===== src/rtl/unidade_controle_mc.sv =====
// Multicycle control FSM for the 8-bit nRisc datapath: sequences fetch through writeback,
// drives the ALU selects and waits on a variable-latency memory with an optional timeout.
module unidade_controle_mc #(
  parameter int unsigned TIMEOUT_MEM = 15
) (
  input  logic       clock,
  input  logic       reset_n,
  input  logic [2:0] Opcode,
  input  logic       Zero,
  input  logic       mem_pronta,
  output logic [1:0] ULAOp,
  output logic       ULAFonteA,
  output logic [1:0] ULAFonteB,
  output logic [1:0] FontePC,
  output logic       EscrevePC,
  output logic       EscreveIR,
  output logic       EscreveReg,
  output logic       MemParaReg,
  output logic       IouD,
  output logic       LeMem,
  output logic       EscreveMem,
  output logic [3:0] estado,
  output logic       parado,
  output logic       erro_mem
);

  localparam int unsigned CNT_W = (TIMEOUT_MEM < 2) ? 1 : $clog2(TIMEOUT_MEM + 1);
  // Count value seen during the last permitted no-ack cycle.
  localparam int unsigned LIMIT = (TIMEOUT_MEM == 0) ? 0 : TIMEOUT_MEM - 1;

  typedef enum logic [3:0] {
    INICIO      = 4'd0,
    BUSCA       = 4'd1,
    DECODIFICA  = 4'd2,
    EXEC_R      = 4'd3,
    ESCRITA_R   = 4'd4,
    CALC_END    = 4'd5,
    ACESSO_LE   = 4'd6,
    ESCRITA_MEM = 4'd7,
    ACESSO_ESC  = 4'd8,
    DESVIO      = 4'd9,
    SALTO       = 4'd10,
    PARADO      = 4'd11
  } state_t;

  state_t           r_state;
  state_t           w_state_nxt;
  logic [CNT_W-1:0] r_cnt;
  logic [CNT_W-1:0] w_cnt_nxt;
  logic             r_erro;
  logic             w_erro_nxt;
  logic             w_wait;

  // State, wait counter and sticky error registers.
  always_ff @(posedge clock or negedge reset_n) begin
    if (!reset_n) begin
      r_state <= INICIO;
      r_cnt   <= '0;
      r_erro  <= 1'b0;
    end else begin
      r_state <= w_state_nxt;
      r_cnt   <= w_cnt_nxt;
      r_erro  <= w_erro_nxt;
    end
  end

  // Next-state and Moore outputs; write strobes in BUSCA/DESVIO also depend on inputs.
  always_comb begin
    w_state_nxt = r_state;
    w_erro_nxt  = r_erro;
    w_wait      = 1'b0;
    ULAOp       = 2'b00;
    ULAFonteA   = 1'b0;
    ULAFonteB   = 2'b00;
    FontePC     = 2'b00;
    EscrevePC   = 1'b0;
    EscreveIR   = 1'b0;
    EscreveReg  = 1'b0;
    MemParaReg  = 1'b0;
    IouD        = 1'b0;
    LeMem       = 1'b0;
    EscreveMem  = 1'b0;
    parado      = 1'b0;

    case (r_state)
      INICIO: w_state_nxt = BUSCA;
      BUSCA: begin
        w_wait    = 1'b1;
        LeMem     = 1'b1;
        ULAFonteB = 2'b01;
        if (mem_pronta) begin
          EscreveIR   = 1'b1;
          EscrevePC   = 1'b1;
          w_state_nxt = DECODIFICA;
        end
      end
      DECODIFICA: begin
        ULAFonteB = 2'b10;
        case (Opcode)
          3'b000, 3'b001, 3'b010: w_state_nxt = EXEC_R;
          3'b011, 3'b100:         w_state_nxt = CALC_END;
          3'b101:                 w_state_nxt = DESVIO;
          3'b110:                 w_state_nxt = SALTO;
          default:                w_state_nxt = PARADO;
        endcase
      end
      EXEC_R: begin
        ULAFonteA   = 1'b1;
        ULAOp       = Opcode[1:0];
        w_state_nxt = ESCRITA_R;
      end
      ESCRITA_R: begin
        EscreveReg  = 1'b1;
        w_state_nxt = BUSCA;
      end
      CALC_END: begin
        ULAFonteA   = 1'b1;
        ULAFonteB   = 2'b10;
        w_state_nxt = (Opcode == 3'b100) ? ACESSO_ESC :
                      (Opcode == 3'b011) ? ACESSO_LE  : BUSCA;
      end
      ACESSO_LE: begin
        w_wait = 1'b1;
        LeMem  = 1'b1;
        IouD   = 1'b1;
        if (mem_pronta) w_state_nxt = ESCRITA_MEM;
      end
      ESCRITA_MEM: begin
        EscreveReg  = 1'b1;
        MemParaReg  = 1'b1;
        w_state_nxt = BUSCA;
      end
      ACESSO_ESC: begin
        w_wait     = 1'b1;
        EscreveMem = 1'b1;
        IouD       = 1'b1;
        if (mem_pronta) w_state_nxt = BUSCA;
      end
      DESVIO: begin
        ULAFonteA   = 1'b1;
        ULAOp       = 2'b01;
        FontePC     = 2'b01;
        EscrevePC   = Zero;
        w_state_nxt = BUSCA;
      end
      SALTO: begin
        EscrevePC   = 1'b1;
        FontePC     = 2'b10;
        w_state_nxt = BUSCA;
      end
      PARADO:  parado = 1'b1;
      default: w_state_nxt = INICIO;
    endcase

    // A same-cycle ack wins over the timeout.
    if (w_wait && !mem_pronta && (TIMEOUT_MEM != 0) && (r_cnt == CNT_W'(LIMIT))) begin
      w_state_nxt = PARADO;
      w_erro_nxt  = 1'b1;
    end

    w_cnt_nxt = (w_wait && (w_state_nxt == r_state)) ? r_cnt + CNT_W'(1) : '0;
  end

  assign estado   = r_state;
  assign erro_mem = r_erro;

endmodule


===== config.mk =====
export PLATFORM = sky130hd
export DESIGN_NAME = unidade_controle_mc
export DESIGN_NICKNAME = d
export VERILOG_FILES = /design/src/rtl/unidade_controle_mc.sv
export SDC_FILE = /design/constraint.sdc
export NUM_CORES = 1
export LEC_CHECK = 0
export ABC_AREA = 0
export CORE_ASPECT_RATIO = 0.75
export CORE_MARGIN = 2
export CORE_UTILIZATION = 44
export DETAILED_ROUTE_END_ITERATION = 7
export PLACE_DENSITY = 0.83
export SLEW_MARGIN = 15
export SYNTH_ARGS = -nofsm -noshare
export SYNTH_HDL_FRONTEND = slang
export SYNTH_SLANG_ARGS = --single-unit

===== constraint.sdc =====
create_clock -name clock -period 1.9 [get_ports clock]
set_input_delay 0.38 -clock clock [delete_from_list [all_inputs] [get_ports clock]]
set_output_delay 0.38 -clock clock [all_outputs]
set_load 0.03 [all_outputs]

# --- Word level (Yosys, flattened, before mapping) ---
# Cells that the tools add are included.
totals:
  reg_bits: 9
  in_bits: 7
  wordCells: 61
op_classes:
  n_addsub: 1
  eq_ne: 19
  n_mux: 23
  n_reduce_logical: 15
ops:
  columns: ["cell", "n"]
  rows:
  - ["4-bit one-hot mux with 8 select lines", 1]
  - ["4-bit 2-to-1 mux", 6]
  - ["4-bit equality test (second input constant)", 5]
  - ["4-bit by 3-bit equality test with 1-bit output (second input constant)", 4]
  - ["4-bit one-hot mux with 4 select lines", 1]
  - ["2-bit one-hot mux with 2 select lines", 3]
  - ["1-bit 2-to-1 mux", 10]
  - ["2-bit OR reduction", 5]
  - ["3-bit equality test (second input constant)", 3]
  - ["3-bit OR reduction", 3]
  - ["4-bit by 2-bit equality test with 1-bit output (second input constant)", 2]
  - ["3-bit by 2-bit equality test with 1-bit output (second input constant)", 2]
  - ["5-bit OR reduction", 1]
  - ["4-bit by 1-bit adder with 4-bit output (second input constant)", 1]
  - ["4-bit by 1-bit equality test with 1-bit output (second input constant)", 1]
  - ["4-bit equality test", 1]
  - ["4-bit zero test", 1]
  - ["3-bit by 1-bit equality test with 1-bit output (second input constant)", 1]
  - ["1-bit logical AND", 3]
  - ["3-bit zero test", 1]
  - ["3-bit 2-to-1 mux", 1]
  - ["1-bit one-hot mux with 3 select lines", 1]
  - ["1-bit zero test", 1]

# --- Logic depth before layout (Yosys ltp) ---
# Gate-level depths: netlist of the first run.
logic_depth:
  ltp_word: 9
  mapped_depth: 7

# --- Least setup slack after synthesis of the first run ---
# No wires, ideal clock.
synth_path:
  path_type: "register to output"
  start: "reg r_state[3], in the netlist estado[3]"
  end: "out EscrevePC"
  arrival_ps: 2283
  required_time_ps: 1520
  path_slack_ps: -763
  stages_incl_launch_ff: 5
  path_buffers: 2
  cell_sequence: "dfrtp_1 -> buf_2 -> clkbuf_1 -> nor4_1 -> a211o_1"
synth_via:
  elab_chain_len: 2
synth_lines:
  columns: ["element", "line", "source"]
  rows:
  - ["start, declared", "46", "state_t r_state;"]
  - ["start signal, assigned", "61", "r_state <= w_state_nxt;"]
  - ["4-bit equality test or 4-bit by 1-bit equality test with 1-bit output (tied branches)", "85", "case (r_state)"]
  - ["1-bit one-hot mux with 3 select lines *", "85", null]
  - ["end, declared", "15", "output logic EscrevePC,"]
# Mark *: on every way between the ends. The rest lies on a longest branch, timed or not.

# --- Worst setup path after layout of the first run ---
layout_path:
  start: "reg r_state[1], in the netlist estado[1]"
  end: "out LeMem"
layout_via:
  elab_chain_len: 3
layout_lines:
  columns: ["element", "line", "source"]
  rows:
  - ["4-bit by 3-bit equality test with 1-bit output or 4-bit by 1-bit equality test with 1-bit output (tied branches)", "85", null]
  - ["2-bit OR reduction (no line) *", null, null]
  - ["1-bit 2-to-1 mux *", "85", null]
  - ["end, declared", "20", "output logic LeMem,"]
# Marked as above.

==> results.py, run 1 <==
metrics = {
    "outcome": {
        "outcome": "complete, but fails checks",
        "violations": "negative setup slack",
    },
    "routing": {
        "ant_nets": 0,
        "num_vias": 1078,
        "via_per_inst": 5.891,
        "wl_per_cell_um": 16.80,
        "drt-pass1-iter-count": 4,
        "drt_iter0_markers": 63,
        "drc_errors": 0,
        "postRouteWirelength_um": 3075,
    },
    "finish": {
        "nNetsFinal": 171,
        "drive_above_1_share": 0.4596,
        "num_antenna_cells": 0,
        "final_core_util": 0.8512,
        "area_delta_synth_final_pct": 82.71,
        "final_cells": 183,
        "final_cell_area_um2": 1468,
        "fillerInstances": 88,
    },
    "sta": {
        "fmax_mhz": 514.0,
        "fin_ws_ns": -0.04555,
        "rsz0062_at_grt": "true",
        "period_share": 1.024,
        "slew_viol_final": 0,
        "finalClockSkew_ns": 0.002760,
        "min_period_ns": 1.946,
        "worst_pin_slew_ns": 0.5247,
        "finalHoldViolations": 0,
        "max-slew-margin-rel": 0.6457,
        "setup_violations": 6,
    },
    "yosys": {
        "synth_area_leaders": "dfrtp_1, nor2_1, a21oi_1, nand2b_1, nand3b_1",
        "synth_top_family_by_area": "simple AND/OR/NAND/NOR gates",
        "async_flop_share": 1.000,
        "yosys.area_share.adder": 0.03115,
        "ys_types": 39,
        "synth_xor_area_frac": 0.03271,
        "syn_inst": 102,
        "yosysWarnings": 0,
        "synthSimpleGateAreaFrac": 0.3255,
        "synthMuxAreaShare": 0.01713,
        "ys_ff_latch": 9,
        "synth_top_area_cell": "dfrtp_1",
        "seq_area_frac_synth": 0.2804,
        "syn_avg_cell_area_um2": 7.875,
        "synth_common_cells": "nor2_1, a21oi_1, dfrtp_1",
        "synth-compound-area-share": 0.2414,
        "netlist_area_um2": 803.3,
        "synth_most_common_cell": "nor2_1",
        "ys.flop_type": "dfrtp_1",
        "synth_edf_count": 0,
        "synth_nets": 111,
        "synth_top_area_share": 0.2804,
    },
    "power_and_ir_drop": {
        "power_density_nw_per_um2": 1531,
        "ir_drop_mv": 1.177,
        "switching_share": 0.4721,
        "p_int_mw": 1.186,
        "p_seq_frac": 0.125,
        "power_leakage_nw": 0.6801,
        "power_switching_mw": 1.061,
        "p_clk_frac": 0.067,
        "combinationalPowerShare": 0.808,
    },
    "clocking": {
        "clk_latency_ns": 0.27,
        "clock_sinks": 9,
        "cts_tree": "built",
        "cts-hold-fix-buffers": 0,
        "clkTransAtPathRegs_ns": 0.06,
        "numCtsBuffers": 3,
        "cts_htree_levels": 1,
        "clk_path_buf_depth": 2,
        "root_buffer": "clkbuf_4",
    },
    "global_routing": {
        "grt_max_degree": 12,
        "grt_pass1_vias": 876,
        "grt_pass1_wl_um": 4029,
        "grt_usage": 0.2738,
        "antenna_found_initial": 0,
        "grt_overflow_total": 0,
    },
    "flow_run": {
        "cap_violations": 0,
    },
    "placement": {
        "placed_area_um2": 1210,
        "dp_hpwl_um": 1884,
        "gp_congestion": 0.9182,
        "dp.cells": 163,
        "io_buffers": 26,
    },
    "die": {
        "rows": 13,
        "initial_core_util": 0.4659,
        "die_w_um": 53.34,
        "fp.dieArea_um2": 2187,
        "coreArea_um2": 1724,
        "die_y_um": 41.01,
        "pin_count": 27,
    },
    "worst_setup_path": {
        "start_kind": "flop",
        "crit_fanout": 11,
        "reg2reg_from": "estado[1]$_DFF_PN0_",
        "r2r-end": "r_cnt[1]$_DFF_PN0_",
        "required_ns": 1.52,
        "r2r_cells": 9,
        "arrival_ns": 1.57,
        "end_kind": "output port",
        "path_class": "flop to output port",
        "regToRegSetupSlack_ns": -0.02,
    },
    "hold_path": {
        "hold_path.class": "primary input to async pin",
    },
}
==> critical path, cell delays in order (launching register included) <==
cell and delay [ns]:
dfrtp_1 0.43, buf_6 0.17, or3b_1 0.36, a21oi_2 0.18, buf_6 0.15
==> power groups by stage <==
stage / Combinational (mW) / Clock, mW / Sequential [mW]
3_3_place_gp: 1.34 / 0 / 0.270
6_report: 1.82 / 0.151 / 0.281
5_1_grt: 1.91 / 0.165 / 0.284
4_1_cts: 1.59 / 0.157 / 0.279
2_1_floorplan: 0.832 / 0 / 0.331
3_5_place_dp: 1.37 / 0 / 0.273
==> through the flow <==
step	setup TNS, ns	setup WS, ns	total power [mW]	hold WS [ns]
after floorplan	-0.4499	-0.1435	1.163	0.08441
after global placement	-0.5181	-0.09733	1.612	0.4512
after detailed placement	-1.057	-0.1875	1.645	0.4528
after CTS	-0.03612	-0.02973	2.022	0.3892
after global routing	-0.4737	-0.08524	2.361	0.4082
final	-0.1430	-0.04555	2.248	0.3933
==> cells in the final DEF (no fill, tap or decap), types with 2 or more instances in the layout <==
master            n
buf_4            36
nor2_1           11
buf_6            10
dfrtp_1           9
a21oi_1           7
o21ai_1           6
clkdlybuf4s50_1   6
nand2_1           4
nand2b_1          4
nand3b_1          4
inv_1             3
or2_1             3
clkbuf_4          3
dlymetal6s2s_1    3
clkbuf_2          3
nor3_1            2
nor4_4            2
a211oi_2          2
a21oi_2           2
nor3b_1           2
xnor2_1           2
or3_1             2
o21ai_0           2
ha_1              2
buf_8             2
==> cells by family (layout without fill, tap and decap cells) <==
kind of cell,after synthesis,count (layout)
and+or+nand+nor,47,47
AOI/OAI and AO/OA,29,29
buffers and inverters,11,70
DFF,9,9
xor gates and xnor gates,3,3
adders and majority gates,2,2
muxes,1,1
==> cell type report <==
cell class,count,area [µm²],share of cell area
Clock buffer,4,26.28,0.01790
Timing Repair Buffer,61,534.3,0.3640
Multi-Input combinational cell,82,635.6,0.4331
Tap cell,22,27.53,0.01876
Sequential cell,9,225.2,0.1535
Inverter,5,18.77,0.01279
==> state kept, by name, summed over array words and instances, names as in the netlist <==
signal	flops
estado	4
r_cnt	4
erro_mem	1
==> worst max path at each step <==
stage / slack (ns) / startpoint / depth (start not counted) / endpoint
2_1_floorplan: -0.14 / estado[2]$_DFF_PN0_ / 4 / EscrevePC
3_3_place_gp: -0.1 / mem_pronta / 5 / EscrevePC
3_5_place_dp: -0.19 / mem_pronta / 6 / r_cnt[0]$_DFF_PN0_
4_1_cts: -0.03 / estado[0]$_DFF_PN0_ / 4 / LeMem
5_1_grt: -0.09 / estado[2]$_DFF_PN0_ / 5 / EscrevePC
6_report: -0.05 / estado[1]$_DFF_PN0_ / 4 / LeMem
==> routing by layer <==
metal  vias up  GRT usage  part of all wire
li1        494          -                 -
met5         -          0                 0
met2        70     0.4691              0.50
met4         0    0.07051             0.018
met1       508     0.3482              0.40
met3         6    0.07299             0.082
==> timing repair <==
item	in CTS	in global routing
endpoints found under the setup margin	11	20
pin swaps	4	3
gates resized for setup	21	20
setup buffers	8	8
gates cloned	0	0
hold endpoints to repair	0	0
No activity file was read; power rests on OpenSTA's default activity.
==> run 2: changes to the inputs <==
CTS_CLUSTER_SIZE = 8   (was unset)
RECOVER_POWER = 25   (was unset)
==> run 2 against run 1 <==
Against the previous run: the run still ends with negative setup slack left; via count is 1.9% lower; combinational power about the same; flip-flop and latch count unchanged; sequential power barely moved; worst hold slack better by 0.069 ns; routed wire length up 1.2%; utilization did not move; non-clock buffer count is the same; critical endpoint unchanged; largest power group unchanged; highest routed layer unchanged.
==> results.py, run 2 (synthesis results as in run 1) <==
metrics = {
    "power_and_ir_drop": {
        "ir_drop_mv": 1.179,
        "p_seq_frac": 0.125,
        "p_int_mw": 1.186,
        "p_clk_frac": 0.067,
        "switching_share": 0.4729,
        "combinationalPowerShare": 0.808,
        "power_leakage_nw": 0.6804,
        "power_density_nw_per_um2": 1533,
        "power_switching_mw": 1.064,
    },
    "sta": {
        "hold-worst-slack_ns": 0.4628,
        "finalClockSkew_ns": 0.002443,
        "slew_viol_final": 0,
        "worst_pin_slew_ns": 0.4739,
        "fin_ws_ns": -0.04421,
        "rsz0062_at_grt": "true",
        "finalHoldViolations": 0,
        "period_share": 1.023,
        "min_period_ns": 1.944,
        "fmax_mhz": 514.3,
        "setup_violations": 6,
        "max-slew-margin-rel": 0.6800,
    },
    "placement": {
        "io_buffers": 26,
        "placed_area_um2": 1210,
        "dp_hpwl_um": 1884,
        "gp_congestion": 0.9182,
    },
    "finish": {
        "final_cell_mix": "buf_4, nor2_1, buf_6",
        "fillerInstances": 88,
        "drive_above_1_share": 0.4596,
        "layout_commonest_cell": "buf_4",
        "num_antenna_cells": 0,
        "ff_latch_area_um2": 225.2,
        "area_delta_synth_final_pct": 82.71,
        "final_cell_area_um2": 1468,
        "multi_input_area_um2": 635.6,
        "nNetsFinal": 171,
    },
    "worst_setup_path": {
        "start_kind": "flop",
        "cp_slowest_stage_delay_ns": 0.43,
        "arrival_ns": 1.56,
        "end_kind": "output port",
        "critPathTopFamily": "flip-flops",
        "crit_slowest_cell": "dfrtp_1",
        "crit_fanout": 11,
        "critPathMostFrequentCell": "buf_6",
        "path_class": "flop to output port",
        "required_ns": 1.52,
        "crit_buf_inv": 2,
        "cp_cell_sequence": "buf_6 -> or3b_1 -> a21oi_2 -> buf_6",
    },
    "clocking": {
        "cts-hold-fix-buffers": 0,
        "cts_tree": "built",
        "clkTransAtPathRegs_ns": 0.06,
        "clk_latency_ns": 0.27,
        "clock_sinks": 9,
        "root_buffer": "clkbuf_4",
        "clk_path_buf_depth": 2,
        "numCtsBuffers": 3,
        "cts_htree_levels": 1,
    },
    "global_routing": {
        "grt_max_degree": 12,
        "grt_overflow_total": 0,
        "grt_usage": 0.2738,
        "use_met2": 0.4691,
        "use_met3": 0.07299,
        "antenna_found_initial": 0,
        "busiest_layer": "met2",
        "grt.met1_usage": 0.3482,
        "grt_pass1_vias": 876,
        "grt_pass1_wl_um": 4029,
    },
    "die": {
        "die_w_um": 53.34,
        "fp.dieArea_um2": 2187,
        "rows": 13,
        "initial_core_util": 0.4659,
        "pin_count": 27,
        "die_y_um": 41.01,
        "coreArea_um2": 1724,
    },
    "routing": {
        "wl_per_cell_um": 17.01,
        "ant_nets": 0,
        "drt_iter0_markers": 47,
        "num_vias": 1057,
        "drt-pass1-iter-count": 4,
        "postRouteWirelength_um": 3113,
        "via_per_inst": 5.776,
        "drc_errors": 0,
    },
    "outcome": {
        "violations": "negative setup slack",
        "outcome": "complete, but fails checks",
    },
    "hold_path": {
        "hold_path.class": "primary input to async pin",
    },
    "flow_run": {
        "cap_violations": 0,
    },
}
run 2: layout make-up:
class | instances | share of cell area
inverters | 5 | 0.01279
well taps | 22 | 0.01876
flip-flops and latches | 9 | 0.1535
clock buffers | 4 | 0.01790
repair buffers | 61 | 0.3640
multi-input cells | 82 | 0.4331
run 2: worst paths after layout:
check,start,end,slack (ns),cells past startpoint
hold / removal,reset_n,estado[1]$_DFF_PN0_,0.46,1
hold reg to reg,erro_mem$_DFFE_PN0P_,erro_mem$_DFFE_PN0P_,0.47,1
max in group asynchronous,reset_n,estado[2]$_DFF_PN0_,1.16,1
setup reg to reg,estado[1]$_DFF_PN0_,r_cnt[0]$_DFF_PN0_,-0.03,9
setup / recovery,estado[1]$_DFF_PN0_,LeMem,-0.04,4
min in group clock,erro_mem$_DFFE_PN0P_,erro_mem$_DFFE_PN0P_,0.47,1
run 2: power groups by stage:
stage | Clock (mW) | Combinational (mW) | Sequential (mW)
after floorplan | 0 | 0.832 | 0.331
after global placement | 0 | 1.34 | 0.270
after detailed placement | 0 | 1.37 | 0.273
after CTS | 0.157 | 1.59 | 0.279
after global routing | 0.165 | 1.91 | 0.284
final | 0.151 | 1.82 | 0.281
run 2: stage by stage:
step	util	std cells	total power, mW	setup slack (ns)	TNS (ns)
after floorplan	-	102	1.163	-0.1435	-0.4499
after global routing	0.8512	183	2.361	-0.08524	-0.4737
after global placement	0.7017	163	1.612	-0.09733	-0.5181
after detailed placement	0.7017	163	1.645	-0.1875	-1.057
after CTS	0.7888	175	2.022	-0.02973	-0.03612
final	0.8512	183	2.250	-0.04421	-0.1515
run 2: metal layers:
layer | up-vias | wire length [µm]
li1 | 490 | -
met1 | 513 | 1290
met2 | 50 | 1563
met3 | 4 | 220
met4 | 0 | 38
met5 | - | 0
run 2: what timing repair did:
| item | CTS | global route |
|---|---|---|
| setup endpoints to repair | 11 | 20 |
| buffers inserted | 8 | 8 |
| resized for setup | 21 | 20 |
| pin swaps | 4 | 3 |
